## config.mk

```make
export PLATFORM = sky130hd
export DESIGN_NAME = io_port_bank
export DESIGN_NICKNAME = d
export VERILOG_FILES = /design/src/rtl/io_port_bank.sv
export SDC_FILE = /design/constraint.sdc
export NUM_CORES = 1
export LEC_CHECK = 0
export CAP_MARGIN = 40
export CELL_PAD_IN_SITES_DETAIL_PLACEMENT = 1
export CELL_PAD_IN_SITES_GLOBAL_PLACEMENT = 1
export CORE_MARGIN = 2
export CORE_UTILIZATION = 47
export DETAILED_ROUTE_END_ITERATION = 16
export GPL_TIMING_DRIVEN = 0
export MAX_ROUTING_LAYER = met4
export PLACE_DENSITY = 0.9
export SLEW_MARGIN = 20
export SYNTH_ARGS = -nofsm -noshare
export SYNTH_HDL_FRONTEND = slang
export SYNTH_SLANG_ARGS = --single-unit
export TNS_END_PERCENT = 30
```

## constraint.sdc

```tcl
create_clock -name clk_in -period 4.7 [get_ports clk_in]
set_input_delay 0.94 -clock clk_in [delete_from_list [all_inputs] [get_ports clk_in]]
set_output_delay 0.94 -clock clk_in [all_outputs]
set_load 0.05 [all_outputs]
```

## src/rtl/io_port_bank.sv

```systemverilog
// Register-mapped bank of synchronised input / registered output channels with sticky change flags.
// Latency: reads return one cycle after rd_en; writes reach out_bus the cycle after wr_en.
// No backpressure: every strobed cycle is one transfer. Optional irq/MASK logic built with IO_PORT_IRQ_EN.
module io_port_bank #(
    parameter int WIDTH    = 8,
    parameter int CHANNELS = 4
) (
    input  logic                      clk_in,
    input  logic                      reset,
    input  logic [3:0]                addr,
    input  logic                      wr_en,
    input  logic [WIDTH-1:0]          wdata,
    input  logic                      rd_en,
    output logic [WIDTH-1:0]          rdata,
    output logic                      rd_valid,
    input  logic [CHANNELS*WIDTH-1:0] in_bus,
    output logic [CHANNELS*WIDTH-1:0] out_bus,
    output logic                      irq
);

    localparam int         BW       = CHANNELS * WIDTH;
    localparam logic [3:0] A_FLAGS  = 4'h8;
    localparam logic [3:0] A_MASK   = 4'h9;
    localparam logic [3:0] A_STATUS = 4'hA;

    logic [BW-1:0]       sync1, sync2, hist, out_reg;
    logic [CHANNELS-1:0] flags, chg, flags_clr, flags_set, mask;
    logic [1:0]          warm;
    logic                armed;
    logic [WIDTH-1:0]    rd_mux, rdata_q;
    logic                rd_valid_q, irq_q;

    assign armed = (warm == 2'd2);

    always_comb begin
        chg = '0;
        for (int k = 0; k < CHANNELS; k++) begin
            chg[k] = (sync2[k*WIDTH +: WIDTH] != hist[k*WIDTH +: WIDTH]);
        end
    end

    // Until armed, history tracks whatever stage-2 is about to load so inputs
    // that were already set at reset release never look like a change.
    always_ff @(posedge clk_in or negedge reset) begin
        if (!reset) begin
            sync1 <= '0;
            sync2 <= '0;
            hist  <= '0;
            warm  <= 2'd0;
        end else begin
            sync1 <= in_bus;
            sync2 <= sync1;
            hist  <= armed ? sync2 : sync1;
            if (!armed) begin
                warm <= warm + 2'd1;
            end
        end
    end

    assign flags_clr = (rd_en && addr == A_FLAGS) ? flags : '0;
    assign flags_set = armed ? chg : '0;

    always_ff @(posedge clk_in or negedge reset) begin
        if (!reset) begin
            flags <= '0;
        end else begin
            flags <= (flags & ~flags_clr) | flags_set;
        end
    end

`ifdef IO_PORT_IRQ_EN
    always_ff @(posedge clk_in or negedge reset) begin
        if (!reset) begin
            mask  <= '0;
            irq_q <= 1'b0;
        end else begin
            if (wr_en && addr == A_MASK) begin
                mask <= wdata[CHANNELS-1:0];
            end
            irq_q <= |(flags & mask);
        end
    end
`else
    assign mask  = '0;
    assign irq_q = 1'b0;
`endif

    always_ff @(posedge clk_in or negedge reset) begin
        if (!reset) begin
            out_reg <= '0;
        end else if (wr_en) begin
            for (int k = 0; k < CHANNELS; k++) begin
                if (addr == 4'(k)) begin
                    out_reg[k*WIDTH +: WIDTH] <= wdata;
                end
            end
        end
    end

    always_comb begin
        rd_mux = '0;
        for (int k = 0; k < CHANNELS; k++) begin
            if (addr == 4'(k)) begin
                rd_mux = sync2[k*WIDTH +: WIDTH];
            end
        end
        case (addr)
            A_FLAGS:  rd_mux[CHANNELS-1:0] = flags;
            A_MASK:   rd_mux[CHANNELS-1:0] = mask;
            A_STATUS: rd_mux[0]            = irq_q;
            default:  ;
        endcase
    end

    always_ff @(posedge clk_in or negedge reset) begin
        if (!reset) begin
            rdata_q    <= '0;
            rd_valid_q <= 1'b0;
        end else begin
            rd_valid_q <= rd_en;
            if (rd_en) begin
                rdata_q <= rd_mux;
            end
        end
    end

    assign rdata    = rdata_q;
    assign rd_valid = rd_valid_q;
    assign out_bus  = out_reg;
    assign irq      = irq_q;

endmodule

```

==> results of run 1 <==
==> metrics by stage <==
step | utilization (%) | total power, mW | instances | area, µm² | TNS [ns]
6_report | 63.8 | 3.39 | 595 | 6920 | 0
3_5_place_dp | 58.3 | 2.08 | 563 | 6320 | 0
3_3_place_gp | 58.0 | 2.05 | 562 | 6290 | -363.17
4_1_cts | 63.8 | 3.42 | 595 | 6920 | 0
2_1_floorplan | - | 1.81 | 335 | 5240 | 0
5_1_grt | 63.8 | 3.52 | 595 | 6920 | 0
==> registers in the layout, indices dropped and copies added, names as in the netlist <==
name,cells
hist,32
out_bus,32
sync1,32
sync2,32
rdata,8
flags,4
warm,2
rd_valid,1
==> layer usage <==
metal	track usage, %	part of all wire [%]
met5	-	0
met4	12.2	3.0
met3	5.63	5.0
met2	41.0	53
met1	28.3	39
==> worst max path at each step <==
stage	start	endpoint	slack (ns)	depth (start not counted)
finish	out_bus[21]	out_bus[21]	2.00	1
global route	out_bus[21]	out_bus[21]	1.95	1
CTS	out_bus[21]	out_bus[21]	1.98	1
detailed placement	addr[0]	out_bus[6]	1.63	4
global placement	reset	sync1[4]	-2.55	1
floorplan	addr[1]	out_bus[16]	2.50	6
==> kinds of logic after synthesis <==
family	Yosys count
AO/OA/AOI/OAI	22
XOR/XNOR	33
adder cells (fa/ha/maj)	1
buffers and inverters	12
flip-flops	143
multiplexers	76
other	1
AND/OR/NAND/NOR	47
==> layout make-up <==
| class | count | area [µm²] | share of cell area [%] |
|---|---|---|---|
| repair buffers | 88 | 903 | 13.1 |
| flip-flops and latches | 143 | 3580 | 51.7 |
| plain buffers | 10 | 60.1 | 0.868 |
| clock inverters | 13 | 153 | 2.21 |
| well taps | 140 | 175 | 2.53 |
| clock buffers | 19 | 442 | 6.39 |
| inverters | 2 | 7.51 | 0.109 |
| multi-input cells | 180 | 1600 | 23.1 |
==> Yosys cell counts (3+ instances only) <==
master | number | area share (%)
mux2i_1 | 12 | 2.3
xnor2_1 | 33 | 5.5
nor2_1 | 9 | 0.64
nand2_1 | 14 | 1.0
a221o_1 | 3 | 0.57
nor2b_1 | 5 | 0.60
mux2_2 | 56 | 12
nand4_1 | 8 | 0.95
a221oi_1 | 4 | 0.67
o22ai_1 | 4 | 0.48
clkbuf_1 | 6 | 0.43
dfrtp_1 | 143 | 68
mux2_4 | 8 | 2.3
o21ai_0 | 5 | 0.48
a21oi_1 | 5 | 0.48
==> power by group <==
group | internal (mW) | switching (mW)
Sequential | 1.34 | 0.0791
Clock | 0.793 | 0.531
Combinational | 0.254 | 0.391
Total | 2.39 | 1.00
==> impl_results.md, run 1 <==
* Final setup margin at 2.00 ns
* #FFs+latches synth at 143
* Die X at 110 µm
* Proportion of synthesized area in mux cells at 16.6%
* Cts bufs inserted at 17
* Syn. warnings at 0
* Cell Chain, Critical Path: clkdlybuf4s50_1
* # H-tree levels at 4
* CP Class: reg -> out
* Post-DP HPWL at 8350 µm
* Synthesized instance count at 335
* Final Skew at 0.00860 ns
* Crit end category: output port
* Post-Synth XOR/XNOR Area at 5.51%
* Resized cells post-CTS at 0
* Clk_lat worst skew at 0.52 ns
* Capturing point of the worst reg2reg path: hist[30]
* GRT Util Overall at 24.7%
* CTS Root Cell: clkbuf_8
* IO buf count at 87
* Netlist cell types at 30
* Number of antenna diodes at 0
* Synthesized area at 5240 µm²
* Crit path required time at 3.76 ns
* Worst VDD drop at 0.272 mV
* CP max FO at 2
* CTS Hold Bufs at 0
* DRT Pass-1 Iters at 4
* Initial antenna violation count at 0
* Min Tclk post-route at 2.70 ns
* GPL Wtd Cong at 0.842
* Fmax at 371 MHz
* 1st-iter DRT viols at 153
* Hold Path Class: in -> async
* RSZ-0062 raised after global routing: false
* Via count at 3,220
* Final hold violation count at 0
* Routed WL per cell at 22.2 µm
* Leak Pwr at 2.98 nW
* Seq/Total Area, Yosys at 68.2%
* Post-route DRC at 0
* Max cap viols at 0
* Post-synth EDFFs at 0
* Most frequent cells in the layout: dfrtp_1 (143), clkdlybuf4s50_1 (86), mux2_2 (56), xnor2_1 (33), clkbuf_16 (16)
* First-pass GRT wire length at 20,600 µm
* Num Clock Sinks at 143
* Fin. max-slew vios at 0
* TritonCTS clock tree: yes
* Synth Area in Compound Gates at 2.82%
* Top delay family on crit path: buffers and inverters
* Synth Net Count at 384
* Post-DRT Antenna Nets at 0
* IO Pins at 90
* Primary FF master, synth: dfrtp_1
* Initial core utilization at 48.4%
* Final setup violation count at 0
* GRT Residual Overflow at 0
* Die area at 12,000 µm²
* Pwr dens at 491 nW/µm²
* Async set-reset flop share out of synthesis at 100%
* Max Buffers Root-to-Sink at 2
* Commonest non-fill, non-tap cell in the layout: dfrtp_1
* Reg2reg start: warm[0]
* Die Ht at 110 µm
* Core Area at 10,800 µm²
* Worst reg2reg path depth at 5
* Slew headroom at 54.6%
* Number of post-CTS setup repair buffers at 0
* Buf/Inv on CP at 1
* Number of global-route vias before repair at 3,668
* Max incr delay on CP at 0.86 ns
* Filler cells at 985
* Status: finished clean
* Num rows at 38
* Worst-Margin Slew at 0.681 ns
* Critical Path Slowest Stage Cell: clkdlybuf4s50_1
* Final Hold Slack at 0.363 ns
* Share of layout cells above drive strength 1 at 23.7%
* Adder-cell share of the synthesized area at 0.239%
* Largest family of logic cells by synthesized area: multiplexers
* Largest net degree at the start of global routing at 77
* DP Worst Slack at 1.63 ns
* Routed vias/inst at 5.41
* Worst-path clk slew at 0.07 ns
* FF-to-FF setup slack at 2.46 ns
* Mean Syn Cell Area at 15.7 µm²
* Period utilisation layout at 57.4%
* Simple-gate portion of the synthesized area at 5.23%
* Data arrival, critical path at 1.76 ns
* Synth-to-layout area growth at 31.9%
* Startpoint Class: flip-flop
* Final wirelength at 13,200 µm
* Layout Nets at 491
No activity file was read; power rests on OpenSTA's default activity.
==> inputs of run 2 (changes only) <==
CORE_UTILIZATION = 39   (was 47)
PLACE_DENSITY = 0.81   (was 0.9)
clock period = 2.2 ns   (was 4.7 ns; I/O delays follow)
==> impl_results.md, run 2 (synthesis results as in run 1) <==
* Status: finished clean
* # H-tree levels at 4 (unchanged)
* Initial core utilization at 39.8% (-8.6 points)
* RSZ-0062 raised after global routing: false
* Grt met3 use at 4.99% (-0.64 points)
* DRT Pass-1 Iters at 4 (unchanged)
* Crit path required time at 1.76 ns (-2.00 ns)
* Post-Layout Cell Count at 631 (+6.1%)
* Number of antenna diodes at 0 (unchanged)
* Worst VDD drop at 0.559 mV (+110%)
* Die area at 14,400 µm² (+20%)
* Final Skew at 0.00650 ns (-0.00210 ns)
* Cts bufs inserted at 17 (unchanged)
* Die Ht at 120 µm (+9.4%)
* Routed vias/inst at 4.85 (-10%)
* Final wirelength at 11,300 µm (-14%)
* Startpoint Class: flip-flop
* GRT Util Overall at 17.8% (-6.9 points)
* Number of global-route vias before repair at 3,472 (-5.3%)
* Placed Cells at 599 (+6.4%)
* WHS Endpoint: sync2[29]
* GRT Residual Overflow at 0 (unchanged)
* Fmax at 480 MHz
* Clk_lat worst skew at 0.42 ns (-0.10 ns)
* Layout Nets at 492 (+0.20%)
* Slew headroom at 54.9% (+0.34 points)
* Final hold violation count at 0 (unchanged)
* Max cap viols at 0 (unchanged)
* Commonest non-fill, non-tap cell in the layout: dfrtp_1
* Die X at 120 µm (+9.4%)
* Core Area at 13,200 µm² (+22%)
* Min Tclk post-route at 2.08 ns
* Worst hold start: sync1[29]
* Met2 usage at 28.7% (-12 points)
* Via count at 3,058 (-5.0%)
* First-pass GRT wire length at 18,400 µm (-11%)
* Fin. max-slew vios at 0 (unchanged)
* Capturing point of the worst reg2reg path: hist[28]
* GR peak layer: met2
* Worst-Margin Slew at 0.676 ns (-0.00510 ns)
* Post-route DRC at 0 (unchanged)
* GPL Wtd Cong at 0.819 (-2.8%)
* FF-to-FF setup slack at 0.21 ns (-2.25 ns)
* Num rows at 42 (+11%)
* Period utilisation layout at 94.8%
* Number of post-CTS setup repair buffers at 0 (unchanged)
* Synth-to-layout area growth at 33.7%
* Sequential standard cell area at 3580 µm² (unchanged)
* WHS Path Cells at 0
* Routed WL per cell at 17.9 µm (-19%)
* Num Clock Sinks at 143 (unchanged)
* Worst-path clk slew at 0.05 ns (-0.02 ns)
* Max incr delay on CP at 0.83 ns (-0.03 ns)
* Most frequent cells in the layout: dfrtp_1 (143), clkdlybuf4s50_1 (86), mux2_2 (56), xnor2_1 (33), clkbuf_16 (17)
* Filler cells at 1,254 (+27%)
* Worst reg2reg path depth at 5 (unchanged)
* Critical Path Slowest Stage Cell: clkdlybuf4s50_1
* Pwr dens at 1060 nW/µm² (+120%)
* CP Class: reg -> out
* Share of layout cells above drive strength 1 at 22.9% (-0.88 points)
* Final setup violation count at 0 (unchanged)
* Hold Path Class: reg -> reg
* Post-DRT Antenna Nets at 0 (unchanged)
* Leak Pwr at 3.01 nW (+1.2%)
* Post-route setup TNS at 0 ns (unchanged)
* Initial antenna violation count at 0 (unchanged)
* CTS Root Cell: clkbuf_16
* Post-DP HPWL at 7770 µm (-6.9%)
* Top delay family on crit path: buffers and inverters
* CP max FO at 2 (unchanged)
* IO buf count at 87 (unchanged)
* TritonCTS clock tree: yes
* Area of the multi-input gates at 1600 µm² (unchanged)
* Data arrival, critical path at 1.64 ns (-0.12 ns)
* Buf/Inv on CP at 1 (unchanged)
* Crit end category: output port
* Max Buffers Root-to-Sink at 2 (unchanged)
* Largest net degree at the start of global routing at 75 (-2.6%)
* 1st-iter DRT viols at 122 (-20%)
* Cell Chain, Critical Path: clkdlybuf4s50_1
* Reg2reg start: warm[0]
* Met1 usage at 20.7% (-7.6 points)
* IO Pins at 90 (unchanged)
==> run 2: changes by cell type in the layout (fill, tap and decap cells not counted), moves of 2 or more <==
cell        change
clkinv_4        -4
inv_6           -4
clkbuf_1        +3
clkinvlp_4      -3
bufinv_16       +2
clkbuf_8        +2
==> run 2: stage by stage <==
step	instance area, µm²	power, mW	setup WS [ns]	hold slack, ns	utilization, %
after global placement	6330	4.38	-4.65	0.355	48.0
after global routing	7010	7.72	0.0598	0.380	53.2
after CTS	7010	7.51	0.00846	0.375	53.2
final	7010	7.44	0.115	0.370	53.2
after floorplan	5240	3.86	0.496	0.144	-
after detailed placement	6370	4.43	-0.313	0.362	48.3
==> run 2: worst max path at each step <==
stage / from / to / slack [ns] / cells past startpoint
2_1_floorplan: warm[0] / hist[28] / 0.50 / 5
3_3_place_gp: reset / sync1[3] / -4.65 / 1
3_5_place_dp: addr[0] / out_bus[1] / -0.31 / 4
4_1_cts: warm[0] / hist[28] / 0.008 / 5
5_1_grt: warm[0] / hist[30] / 0.06 / 5
6_report: rdata[0] / rdata[0] / 0.12 / 1
==> run 2: cell type report <==
class	instances	area share, %
Clock buffer	26	7.26
Buffer	10	0.874
Sequential cell	143	51.0
Timing Repair Buffer	89	13.0
Multi-Input combinational cell	180	22.8
Inverter	2	0.107
Tap cell	176	3.14
Clock inverter	5	1.78
==> run 2: repair_timing <==
action | 4_1_cts | 5_1_grt
gates resized for setup | 0 | 2
hold endpoints to repair | 43 | 0
endpoints found under the setup margin | 0 | 5
hold buffers | 1 | 0
==> run 2: power by group <==
part / leakage [nW] / switching, mW / total (mW) / internal, mW
combinational: 1.02 / 0.805 / 1.35 / 0.542
clock: 0.311 / 1.03 / 3.07 / 2.04
sequential: 1.68 / 0.154 / 3.03 / 2.87
==> run 2: layer usage <==
metal / vias up / wire length [µm]
met5: - / 0
met2: 88 / 5610
met1: 1578 / 4870
met4: 0 / 251
li1: 1373 / -
met3: 19 / 550
==> inputs of run 3 (changes only) <==
SETUP_SLACK_MARGIN = 0.02   (was default)
==> results of run 3 <==
The final DEF is identical to that of run 2; final timing and power are the same.
Among the figures that moved: number of gates resized after CTS 0 -> 1
